<file path="config.mk">
export PLATFORM = sky130hd
export DESIGN_NAME = ce_bank_flat
export DESIGN_NICKNAME = d
export VERILOG_FILES = /design/src/rtl/ce_bank_if.sv /design/src/rtl/ce_bank.sv /design/src/flat_wrapper.sv
export SDC_FILE = /design/constraint.sdc
export NUM_CORES = 1
export LEC_CHECK = 0
export BUFFER_PORTS_ARGS = -buffer_cell sky130_fd_sc_hd__buf_2
export CAP_MARGIN = 20
export CORE_ASPECT_RATIO = 1.25
export CORE_UTILIZATION = 30
export CTS_BUF_LIST = sky130_fd_sc_hd__clkbuf_8
export DETAILED_ROUTE_END_ITERATION = 10
export GPL_ROUTABILITY_DRIVEN = 0
export SYNTH_ARGS = -nofsm -noshare
export SYNTH_HDL_FRONTEND = slang
export SYNTH_SLANG_ARGS = --single-unit
export TNS_END_PERCENT = 50
</file>
<file path="constraint.sdc">
create_clock -name clock_i -period 5.8 [get_ports clock_i]
set_clock_uncertainty 0.2 [all_clocks]
set_input_delay 0.29 -clock clock_i [delete_from_list [all_inputs] [get_ports clock_i]]
set_output_delay 0.29 -clock clock_i [all_outputs]
set_load 0.02 [all_outputs]
</file>
<file path="src/rtl/ce_bank_if.sv">
// Configuration write port of the clock-enable bank.
// The master side selects a channel and supplies its INC/MOD pair for one cycle.
interface ce_bank_if #(
  parameter int CHANNELS = 4,
  parameter int WIDTH    = 16
);
  localparam int AW = (CHANNELS > 1) ? $clog2(CHANNELS) : 1;

  logic             wr;
  logic [AW-1:0]    addr;
  logic [WIDTH-1:0] inc;
  logic [WIDTH-1:0] mod;

  modport master (output wr, addr, inc, mod);
  modport slave  (input  wr, addr, inc, mod);
endinterface

</file>
<file path="src/rtl/ce_bank.sv">
// Bank of fractional clock-enable generators sharing one master clock.
// Each channel emits a one-cycle ce strobe at clock*INC/MOD on average and a
// square wave sq that flips on every strobe. Everything is held off until the
// synchronised PLL lock has been continuously high for LOCK_CYCLES cycles.
module ce_bank #(
  parameter int CHANNELS    = 4,
  parameter int WIDTH       = 16,
  parameter int LOCK_CYCLES = 1024,
  parameter int RESET_INC   = 1,
  parameter int RESET_MOD   = 3
) (
  input  logic                clock_i,
  input  logic                reset_ni,
  input  logic                locked_i,
  input  logic                sync_i,
  ce_bank_if.slave            cfg,
  output logic [CHANNELS-1:0] ce_o,
  output logic [CHANNELS-1:0] sq_o,
  output logic                ready_o
);

  localparam int CW = $clog2(LOCK_CYCLES + 1);

  logic                lockMeta_q;
  logic                lockSync_q;
  logic [CW-1:0]       lockCnt_q;
  logic [CW-1:0]       lockCnt_d;
  logic                ready_q;
  logic                ready_d;
  logic                run;

  logic [WIDTH-1:0]    inc_q  [CHANNELS];
  logic [WIDTH-1:0]    inc_d  [CHANNELS];
  logic [WIDTH-1:0]    mod_q  [CHANNELS];
  logic [WIDTH-1:0]    mod_d  [CHANNELS];
  logic [WIDTH-1:0]    acc_q  [CHANNELS];
  logic [WIDTH-1:0]    acc_d  [CHANNELS];
  logic [WIDTH:0]      sum    [CHANNELS];
  logic [WIDTH:0]      diff   [CHANNELS];
  logic [CHANNELS-1:0] ce_q;
  logic [CHANNELS-1:0] ce_d;
  logic [CHANNELS-1:0] sq_q;
  logic [CHANNELS-1:0] sq_d;
  logic [CHANNELS-1:0] wrHit;

  // Channels only run while lock is qualified and the synchronised lock is
  // still high, so a lock drop silences them on the same edge ready falls.
  assign run = ready_q & lockSync_q;

  // Lock qualification: count consecutive lock cycles, saturate at the target.
  always_comb begin
    lockCnt_d = lockCnt_q;
    ready_d   = ready_q;
    if (!lockSync_q) begin
      lockCnt_d = '0;
      ready_d   = 1'b0;
    end else if (lockCnt_q != CW'(LOCK_CYCLES)) begin
      lockCnt_d = lockCnt_q + CW'(1);
      ready_d   = (lockCnt_q + CW'(1)) == CW'(LOCK_CYCLES);
    end else begin
      ready_d   = 1'b1;
    end
  end

  // Per-channel next state: register writes, restart clears, then accumulation.
  always_comb begin
    for (int n = 0; n < CHANNELS; n++) begin
      wrHit[n] = cfg.wr && (int'(cfg.addr) == n);
      inc_d[n] = inc_q[n];
      mod_d[n] = mod_q[n];
      acc_d[n] = acc_q[n];
      ce_d[n]  = 1'b0;
      sq_d[n]  = sq_q[n];
      sum[n]   = {1'b0, acc_q[n]} + {1'b0, inc_q[n]};
      diff[n]  = sum[n] - {1'b0, mod_q[n]};
      if (wrHit[n]) begin
        inc_d[n] = cfg.inc;
        mod_d[n] = cfg.mod;
      end
      if (!run) begin
        acc_d[n] = '0;
        sq_d[n]  = 1'b0;
      end else if (sync_i || wrHit[n]) begin
        acc_d[n] = '0;
        sq_d[n]  = 1'b0;
      end else if ((mod_q[n] == '0) || (inc_q[n] == '0)) begin
        acc_d[n] = '0;
      end else if (inc_q[n] >= mod_q[n]) begin
        acc_d[n] = '0;
        ce_d[n]  = 1'b1;
        sq_d[n]  = ~sq_q[n];
      end else if (sum[n] >= {1'b0, mod_q[n]}) begin
        acc_d[n] = diff[n][WIDTH-1:0];
        ce_d[n]  = 1'b1;
        sq_d[n]  = ~sq_q[n];
      end else begin
        acc_d[n] = sum[n][WIDTH-1:0];
      end
    end
  end

  // State registers; reset restores the default rate in every channel.
  always_ff @(posedge clock_i or negedge reset_ni) begin
    if (!reset_ni) begin
      lockMeta_q <= 1'b0;
      lockSync_q <= 1'b0;
      lockCnt_q  <= '0;
      ready_q    <= 1'b0;
      ce_q       <= '0;
      sq_q       <= '0;
      for (int n = 0; n < CHANNELS; n++) begin
        inc_q[n] <= WIDTH'(RESET_INC);
        mod_q[n] <= WIDTH'(RESET_MOD);
        acc_q[n] <= '0;
      end
    end else begin
      lockMeta_q <= locked_i;
      lockSync_q <= lockMeta_q;
      lockCnt_q  <= lockCnt_d;
      ready_q    <= ready_d;
      ce_q       <= ce_d;
      sq_q       <= sq_d;
      for (int n = 0; n < CHANNELS; n++) begin
        inc_q[n] <= inc_d[n];
        mod_q[n] <= mod_d[n];
        acc_q[n] <= acc_d[n];
      end
    end
  end

  assign ce_o    = ce_q;
  assign sq_o    = sq_q;
  assign ready_o = ready_q;

endmodule

</file>
<file path="src/flat_wrapper.sv">
// flat-port wrapper written by rule: the top's interface ports become plain ports
module ce_bank_flat 
#(
  parameter int CHANNELS    = 4,
  parameter int WIDTH       = 16,
  parameter int LOCK_CYCLES = 1024,
  parameter int RESET_INC   = 1,
  parameter int RESET_MOD   = 3
)
  (clock_i, reset_ni, locked_i, sync_i, ce_o, sq_o, ready_o, cfg_wr, cfg_addr, cfg_inc, cfg_mod);
  ce_bank_if #(.CHANNELS(CHANNELS), .WIDTH(WIDTH)) cfg_i ();
  input  logic clock_i;
  input  logic reset_ni;
  input  logic locked_i;
  input  logic sync_i;
  output logic [CHANNELS-1:0] ce_o;
  output logic [CHANNELS-1:0] sq_o;
  output logic ready_o;
  input wire logic [$bits(cfg_i.wr)-1:0] cfg_wr;
  input wire logic [$bits(cfg_i.addr)-1:0] cfg_addr;
  input wire logic [$bits(cfg_i.inc)-1:0] cfg_inc;
  input wire logic [$bits(cfg_i.mod)-1:0] cfg_mod;
  assign cfg_i.wr = cfg_wr;
  assign cfg_i.addr = cfg_addr;
  assign cfg_i.inc = cfg_inc;
  assign cfg_i.mod = cfg_mod;
  ce_bank #(.CHANNELS(CHANNELS), .WIDTH(WIDTH), .LOCK_CYCLES(LOCK_CYCLES), .RESET_INC(RESET_INC), .RESET_MOD(RESET_MOD)) u_core (.clock_i(clock_i), .reset_ni(reset_ni), .locked_i(locked_i), .sync_i(sync_i), .cfg(cfg_i), .ce_o(ce_o), .sq_o(sq_o), .ready_o(ready_o));
endmodule
</file>
# == Word-level counts from Yosys, hierarchy flattened ==
# Cells that the tools add are included.
# totals
out_inout_bits,9
regBits,214
wordCells,146
inputBits,39
# classes
add_sub_neg,9
bitwise_logic,5
n_mux,64
reduce_logical,25
eq_ne,14
magnitude_cmp,8
# op_table
cell,n
2-to-1 mux 16 bit,20
logical NOT 16 bit,8
adder 16 x 16 -> 17 bit,4
greater-or-equal comparator 17 x 16 -> 1 bit,4
greater-or-equal comparator 16 bit,4
subtractor 16 bit,4
2-to-1 mux 1 bit,42
2-to-1 mux 11 bit,2
inequality test 4 bit (second input constant),4
inequality test 3 bit (second input constant),4
adder 11 x 1 -> 11 bit (second input constant),1
== test 11 bit (second input constant),1
inequality test 11 bit (second input constant),1
logical OR 1 bit,8
AND reduction 2 bit,4
== test 2 bit (second input constant),2
logical AND 1 bit,4
inverter 1 bit,4
== test 2 x 1 -> 1 bit (second input constant),1
logical NOT 2 bit,1
inequality test 2 bit (second input constant),1
bitwise AND 1 bit,1

# == Logic depth before layout (Yosys ltp) ==
# Gate-level depths: netlist of the first run.
# logic_depth
depth_word,7
mapped_depth,19
ltp_nobuf,18

# == Worst setup path after synthesis of the first run ==
# Ideal clock, no wire load.
# synth_timing
path_type,register -> register
startpoint,register u_core.inc_q[16] in the netlist's numbering
endpoint,register u_core.acc_q[28] in the netlist's numbering
setup_time_ps,132
setup_slack_ps,1416
required_time_ps,5468
n_path_buf,2
period_less_slack_ps,4384
arrival_time_ps,4053
path_stages_with_launch,20
cell_sequence,dfstp_2 -> ha_1 -> inv_1 -> fa_1 -> nor2b_1 -> o31a_1 -> o211ai_1 -> o21ai_0 -> xor2_1 -> ha_1 -> a21o_1 -> a21oi_1 -> or3b_1 -> o221ai_2 -> o22a_2 -> nor3b_2 -> buf_6 -> buf_12 -> mux2i_1 -> nor2_1
# synth_lines
element,line,source
"start, declared",ce_bank.sv:32,logic [WIDTH-1:0] inc_q [CHANNELS];
"start signal, assigned by index",ce_bank.sv:112,inc_q[n] <= WIDTH'(RESET_INC);
"start signal, assigned by index",ce_bank.sv:124,inc_q[n] <= inc_d[n];
"end signal, assigned by index",ce_bank.sv:126,acc_q[n] <= acc_d[n];
"end, declared",ce_bank.sv:36,logic [WIDTH-1:0] acc_q [CHANNELS];

# == Final worst setup path of the first run ==
# layout_timing
startpoint,register u_core.inc_q[48] in the netlist's numbering
endpoint,"register u_core.sq_q[0], in the netlist u_core.sq_o[0]"
# layout_between
elab_chain_cells,5
word_cells_on_any_way,12
cone_classes,add/sub: 1; order compare: 2; eq/ne: 2; mux: 4; reduce/logical: 3
# layout_lines
element,line,source
"parallel branches: the longest is 5 deep, another holds adder 16 x 16 -> 17 bit",-,
"end signal, assigned",ce_bank.sv:122,sq_q <= sq_d;
"end, declared",ce_bank.sv:42,logic [CHANNELS-1:0] sq_q;
# Parallel ways; which one is timed is not known. The select of a mux whose other input is x is not followed.
# A chain may end at the register's enable or synchronous reset.

==> impl_metrics.py, run 1 <==
metrics = {
    "status": {
        "status": "finished, final reports clean",
    },
    "logic_synthesis": {
        "syn_area_sq_um": 15900,
        "synth_edf_count": 0,
        "synthFlopType": "dfrtp_1",
        "syn_inst": 1650,
        "synthArstFlopShare_pct": 100.0,
        "yosysUniqueCellTypes": 73,
        "ys_seq_area_share_pct": 33.78,
        "avgSynthCellArea_sq_um": 9.636,
        "yosys_warnings": 0,
        "synthesis.nets": 1891,
        "synth_seq_cells": 214,
    },
    "power": {
        "switching_share_pct": 38.53,
        "power.leakage_nw": 8.586,
        "p_comb_share_pct": 42.2,
        "clkPwrFrac_pct": 27.4,
        "power_density_nw_per_um2": 341.4,
        "peakVddDrop_uv": 145.0,
        "p_seq_share_pct": 30.4,
        "p_switching_mw": 2.387,
        "internal-power_mw": 3.809,
    },
    "route": {
        "first_iter_violations": 738,
        "num_vias": 12910,
        "viasPerCell": 5.270,
        "first_pass_iters": 6,
        "routed_wl_microns": 44580,
        "wl_per_cell_microns": 18.20,
        "postRouteAntennaNets": 0,
        "drc": 0,
    },
    "sta": {
        "timing.final.ws_setup_ps": 777.5,
        "period_needed_ps": 5023,
        "period_share_pct": 86.59,
        "hold_violations": 0,
        "slew_viol_final": 0,
        "tightest_slew_ps": 936.4,
        "timing.fmax_mhz": 199.1,
        "rsz0062_at_grt": "false",
        "relSlewSlack_pct": 37.58,
        "setup_viol": 0,
        "fin_tns_setup_ps": 0,
    },
    "global_routing": {
        "grt_pass1_wl_microns": 70790,
        "grt_overflow": 0,
        "grt_max_degree": 117,
        "grt_pass1_vias": 13190,
        "grt_usage_pct": 16.62,
        "antenna_found_initial": 2,
    },
    "worst_setup_path": {
        "setup.worst_path.start_class": "register",
        "reg2reg_to": "u_core.sq_o[0]",
        "path_class": "reg -> reg",
        "crit_arrival_ps": 5280,
        "worst_ep_required_time_ps": 6050,
        "reg2reg_slack_ps": 780,
        "worstRegToRegCells": 17,
        "worstReg2RegStart": "u_core.inc_q[48]",
        "cp-end-kind": "register",
        "crit_fanout": 5,
    },
    "cts": {
        "cts_max_path_buffers": 3,
        "h-tree-depth": 2,
        "cts_resized": 0,
        "cts_sinks": 214,
        "cts_made_buffers": 42,
        "cts_root_buf": "clkbuf_8",
        "cts_tree": "done",
        "hold_buffers": 34,
        "cts_setup_buffers": 0,
        "worst_skew_pair.late_latency_ps": 610,
        "path_clk_slew_ps": 60,
    },
    "min_path": {
        "hp-start": "locked_i",
        "holdPathStages": 2,
        "worst_hold_path.endpoint": "u_core.lockMeta_q",
        "hp-class": "in -> reg",
    },
    "die": {
        "ios": 48,
        "die_width_microns": 207.9,
        "die_area_sq_um": 53930,
        "row_count": 93,
        "initial_core_util_pct": 30.64,
        "core_sq_um": 51900,
        "die_h_microns": 259.4,
    },
    "finish": {
        "final_core_util_pct": 34.97,
        "multi_input_area_sq_um": 9982,
        "synthToLayoutAreaGrowth_pct": 14.16,
        "seq_area_sq_um": 5370,
        "final_nets": 1990,
        "nFillCells": 5187,
        "layout-drive-gt1-share_pct": 14.81,
    },
    "flow_run": {
        "cap_violations": 0,
    },
    "placed_design": {
        "dpl.hpwl_microns": 33850,
        "port_buffers": 47,
        "pre_cts_ws_ps": 773.9,
    },
}
cell type report:
type,instances,share of cell area (%)
repair buffers,88,3.516
multi-input cells,1297,55.00
clock inverters,29,1.393
well taps,665,4.584
inverters,106,2.192
diodes,1,0.01379
flip-flops and latches,214,29.59
clock buffers,49,3.716
layer usage:
metal | wire length [microns] | global-route usage [%] | vias up
met5 | 0 | 0 | -
met4 | 1720 | 7.325 | 0
met3 | 1682 | 2.395 | 91
met2 | 22030 | 29.64 | 261
met1 | 19150 | 19.79 | 6292
li1 | - | - | 6262
synthesized netlist by cell type (32+ instances only):
| cell | instances | area share [%] |
|---|---|---|
| a21o_1 | 40 | 1.9 |
| mux2_2 | 113 | 8.0 |
| xor2_1 | 32 | 1.8 |
| nand3_1 | 35 | 1.1 |
| a21oi_1 | 84 | 2.6 |
| ha_1 | 194 | 15 |
| mux2i_1 | 47 | 3.0 |
| dfrtp_1 | 202 | 32 |
| o21a_1 | 39 | 1.8 |
| nand2_1 | 65 | 1.5 |
| nor2_1 | 152 | 3.6 |
| nor3_1 | 42 | 1.3 |
| nor4_1 | 42 | 1.7 |
| inv_1 | 106 | 2.5 |
| xnor2_1 | 66 | 3.6 |
| o21ai_0 | 83 | 2.6 |
cell usage in the layout, fill, tap and decap left out, drive strengths merged, types with 5 or more instances in the layout:
cell type	count
dfrtp	202
ha	194
nor2	155
inv	121
mux2	113
a21oi	84
o21ai	84
xnor2	66
nand2	65
buf	54
clkbuf	49
mux2i	47
nor3	42
nor4	42
a21o	40
o21a	39
nand3	35
dlygate4sd3	34
xor2	32
nand4	24
nor2b	23
a211oi	21
nand2b	17
and3	17
or3	16
o31a	13
dfstp	12
o31ai	10
a31oi	10
o41ai	9
nand3b	8
fa	8
and2	8
clkinv	7
o2111ai	5
or2	5
a31o	5
per-stage QoR:
| stage | cells | power [mW] | cell area, sq um | hold slack (ps) |
|---|---|---|---|---|
| after floorplan | 1650 | 3.861 | 15900 | -205.6 |
| after global placement | 2336 | 4.403 | 16880 | 136.6 |
| after detailed placement | 2336 | 4.477 | 16880 | 143.4 |
| after CTS | 2448 | 6.238 | 18150 | 72.79 |
| after global routing | 2449 | 6.643 | 18150 | 108.9 |
| final | 2449 | 6.196 | 18150 | 124.5 |
worst max path at each step:
stage | from | to | slack [ps] | cells after the start
floorplan | u_core.inc_q[16] | u_core.acc_q[28] | 1420 | 19
global placement | u_core.inc_q[48] | u_core.sq_o[0] | 870 | 17
detailed placement | u_core.inc_q[48] | u_core.sq_o[0] | 770 | 17
CTS | u_core.inc_q[48] | u_core.sq_o[0] | 740 | 17
global route | u_core.inc_q[48] | u_core.sq_o[0] | 380 | 17
finish | u_core.inc_q[48] | u_core.sq_o[0] | 780 | 17
power by group through the flow:
| stage | clock [mW] | combinational (mW) | sequential (mW) |
|---|---|---|---|
| floorplan | 0 | 2.04 | 1.82 |
| global placement | 0 | 2.50 | 1.90 |
| detailed placement | 0 | 2.57 | 1.90 |
| CTS | 1.75 | 2.60 | 1.88 |
| global route | 1.81 | 2.93 | 1.90 |
| finish | 1.70 | 2.61 | 1.88 |
flip-flops by register name, indices dropped and copies added (netlist names):
signal and cells:
u_core.ready_o 1, u_core.lockCnt_q 11, u_core.acc_q 64, u_core.lockSync_q 1, u_core.inc_q 64, u_core.sq_o 4, u_core.lockMeta_q 1, u_core.mod_q 64
u_core.ce_o 4
logic make-up (layout without fill, tap and decap cells):
family | count (synthesis) | after routing | share of synthesized area [%]
AOI/OAI and AO/OA | 363 | 363 | 15.04
xor gates and xnor gates | 98 | 98 | 5.399
adders and majority gates | 202 | 202 | 16.27
buffers and inverters | 139 | 272 | 3.471
DFF | 214 | 214 | 33.78
muxes | 160 | 160 | 10.96
other | 0 | 1 | 0
and+or+nand+nor | 474 | 474 | 15.08
critical path: stages, from the launching register on:
cell	delay (ps)
dfstp_2	540
ha_1	200
inv_1	70
fa_1	410
nand2b_1	180
a211oi_1	350
o221ai_1	250
o21ai_0	360
o41ai_1	130
xnor2_1	230
ha_1	330
a21o_1	210
nor2_1	70
nor4bb_1	330
nor3_1	170
o311ai_0	600
xor2_1	190
nor2_1	60
Note: power is estimated with default switching activity, not from simulation.
==> run 2, diff against run 1 <==
CELL_PAD_IN_SITES_DETAIL_PLACEMENT = 1   (was default)
CELL_PAD_IN_SITES_GLOBAL_PLACEMENT = 2   (was default)
PLACE_DENSITY_LB_ADDON = 0.1   (was default)
RECOVER_POWER = 25   (was default)
==> run 2 against run 1 <==
The flow now finishes with violations (max-capacitance violations, max-slew violations); sequential share of layout area barely moved; total power rose by 1.9%; worst setup slack worse by 85 ps; critical endpoint is now u_core.acc_q[53]; largest power group unchanged; highest routed layer is now met5.
==> impl_metrics.py, run 2 (synthesized netlist as in run 1, its figures left out) <==
metrics = {
    "power": {
        "peakVddDrop_uv": 205.7,
        "power_density_nw_per_um2": 347.4,
        "power.leakage_nw": 8.593,
    },
    "cts": {
        "cts_max_path_buffers": 3,
        "cts_tree": "done",
        "h-tree-depth": 2,
        "hold_buffers": 38,
        "cts_made_buffers": 43,
        "cts_root_buf": "clkbuf_8",
        "cts_sinks": 214,
        "cts_setup_buffers": 0,
        "cts_resized": 0,
        "worst_skew_pair.late_latency_ps": 630,
        "path_clk_slew_ps": 60,
    },
    "sta": {
        "hold_violations": 0,
        "timing.fmax_mhz": 195.8,
        "slew_viol_final": 196,
        "setup_viol": 0,
        "tightest_slew_ps": 2466,
        "fin_tns_setup_ps": 0,
        "relSlewSlack_pct": -64.40,
        "period_needed_ps": 5108,
        "period_share_pct": 88.07,
        "rsz0062_at_grt": "false",
    },
    "global_routing": {
        "grt_usage_pct": 19.87,
        "grt_pass1_wl_microns": 82250,
        "antenna_found_initial": 5,
        "grt_overflow": 0,
        "grt_pass1_vias": 13990,
        "grt_max_degree": 160,
    },
    "finish": {
        "multi_input_area_sq_um": 9977,
        "layout-drive-gt1-share_pct": 14.43,
        "final_cells": 2454,
        "final_nets": 1995,
        "fin_area_sq_um": 18170,
        "reg_top3": "u_core.acc_q: 64 flops, u_core.inc_q: 64 flops, u_core.mod_q: 64 flops",
        "synthToLayoutAreaGrowth_pct": 14.28,
        "final_common_cell": "dfrtp_1",
        "layout_common_cells": "dfrtp_1, ha_1, nor2_1, inv_1, mux2_2",
        "nFillCells": 5937,
        "final_core_util_pct": 35.01,
        "seq_area_sq_um": 5370,
    },
    "worst_setup_path": {
        "path_cells": "ha_1 > inv_1 > fa_1 > nand2b_1 > a211oi_1 > o221ai_1 > o21ai_0 > o41ai_1 > xnor2_1 > ha_1 > a21o_1 > nor2_1 > nor4bb_1 > nor3_1 > nor2_4 > mux2i_1 > nor2_1",
        "path_class": "reg -> reg",
        "worst_ep_required_time_ps": 6060,
        "crit_arrival_ps": 5370,
        "slowest_stage": "nor2_4",
        "cp-end-kind": "register",
        "critPathMaxStageDelay_ps": 580,
        "critPathBufInv": 1,
        "crit_fanout": 19,
        "cpLargestDelayFamily": "simple AND/OR/NAND/NOR gates",
        "setup.worst_path.start_class": "register",
    },
    "placed_design": {
        "place_area_sq_um": 16890,
        "port_buffers": 47,
        "dp_cells": 2336,
        "dpl.hpwl_microns": 39750,
    },
    "status": {
        "status": "finished, violations left",
        "violations": "max-capacitance violations, max-slew violations",
    },
    "route": {
        "postRouteAntennaNets": 0,
        "wl_per_cell_microns": 21.38,
        "first_pass_iters": 4,
        "first_iter_violations": 316,
        "viasPerCell": 5.231,
        "routed_wl_microns": 52480,
        "num_vias": 12840,
        "drc": 0,
    },
    "min_path": {
        "hp-class": "in -> reg",
    },
    "die": {
        "initial_core_util_pct": 30.64,
        "row_count": 93,
        "die_h_microns": 259.4,
        "core_sq_um": 51900,
        "ios": 48,
        "die_area_sq_um": 53930,
        "die_width_microns": 207.9,
    },
    "flow_run": {
        "cap_violations": 5,
    },
}
==> run 2: changes by cell type in the layout (fill, tap and decap cells not counted), sizes merged <==
cell and delta:
bufinv -1, clkinvlp -2, buf -6, clkbuf +11
dlygate4sd3 +3
==> run 2: final cells by class <==
class	instances	area share, %
multi-input combinational	1297	54.91
sequential	214	29.56
tap	665	4.579
clock buffer	53	4.015
timing repair buffer	92	3.615
inverter	106	2.190
clock inverter	26	1.122
antenna	1	0.01377
==> run 2: worst paths after layout <==
kind	endpoint	cells after the start	slack (ps)	startpoint
worst max-delay path	u_core.acc_q[53]	17	690	u_core.inc_q[48]
worst min-delay path	u_core.lockMeta_q	2	110	locked_i
worst max register to register	u_core.acc_q[53]	17	690	u_core.inc_q[48]
worst min register to register	u_core.lockSync_q	0	160	u_core.lockMeta_q
max in group asynchronous	u_core.acc_q[27]	4	1520	reset_ni
min in group asynchronous	u_core.acc_q[17]	3	920	reset_ni
==> run 2: power by group <==
group	total [mW]	switching, mW	internal (mW)
registers	1.90	0.226	1.68
logic	2.68	1.50	1.18
clock network	1.73	0.764	0.966
total	6.31	2.49	3.82
==> run 2: worst register-to-register path, stage by stage (launching register included) <==
cell      delay (ps)
dfstp_2          540
ha_1             180
inv_1             60
fa_1             420
nand2b_1         190
a211oi_1         280
o221ai_1         240
o21ai_0          430
o41ai_1          150
xnor2_1          220
ha_1             330
a21o_1           230
nor2_1            80
nor4bb_1         340
nor3_1           160
nor2_4           580
mux2i_1          270
nor2_1            50
==> run 2: per-layer routing <==
metal / vias up / wire [microns] / GRT usage, %
li1: 6256 / - / -
met1: 6353 / 24110 / 25.04
met2: 144 / 25430 / 34.75
met3: 81 / 1231 / 2.105
met4: 2 / 1690 / 7.737
met5: - / 16 / 0
==> run 2: per-stage QoR <==
step	hold slack (ps)	setup slack [ps]	power, mW
floorplan	-205.6	1416	3.861
CTS	49.78	673.1	6.432
detailed placement	54.64	702.0	4.602
global placement	60.99	766.4	4.567
global route	88.30	296.5	6.800
finish	111.7	692.0	6.312
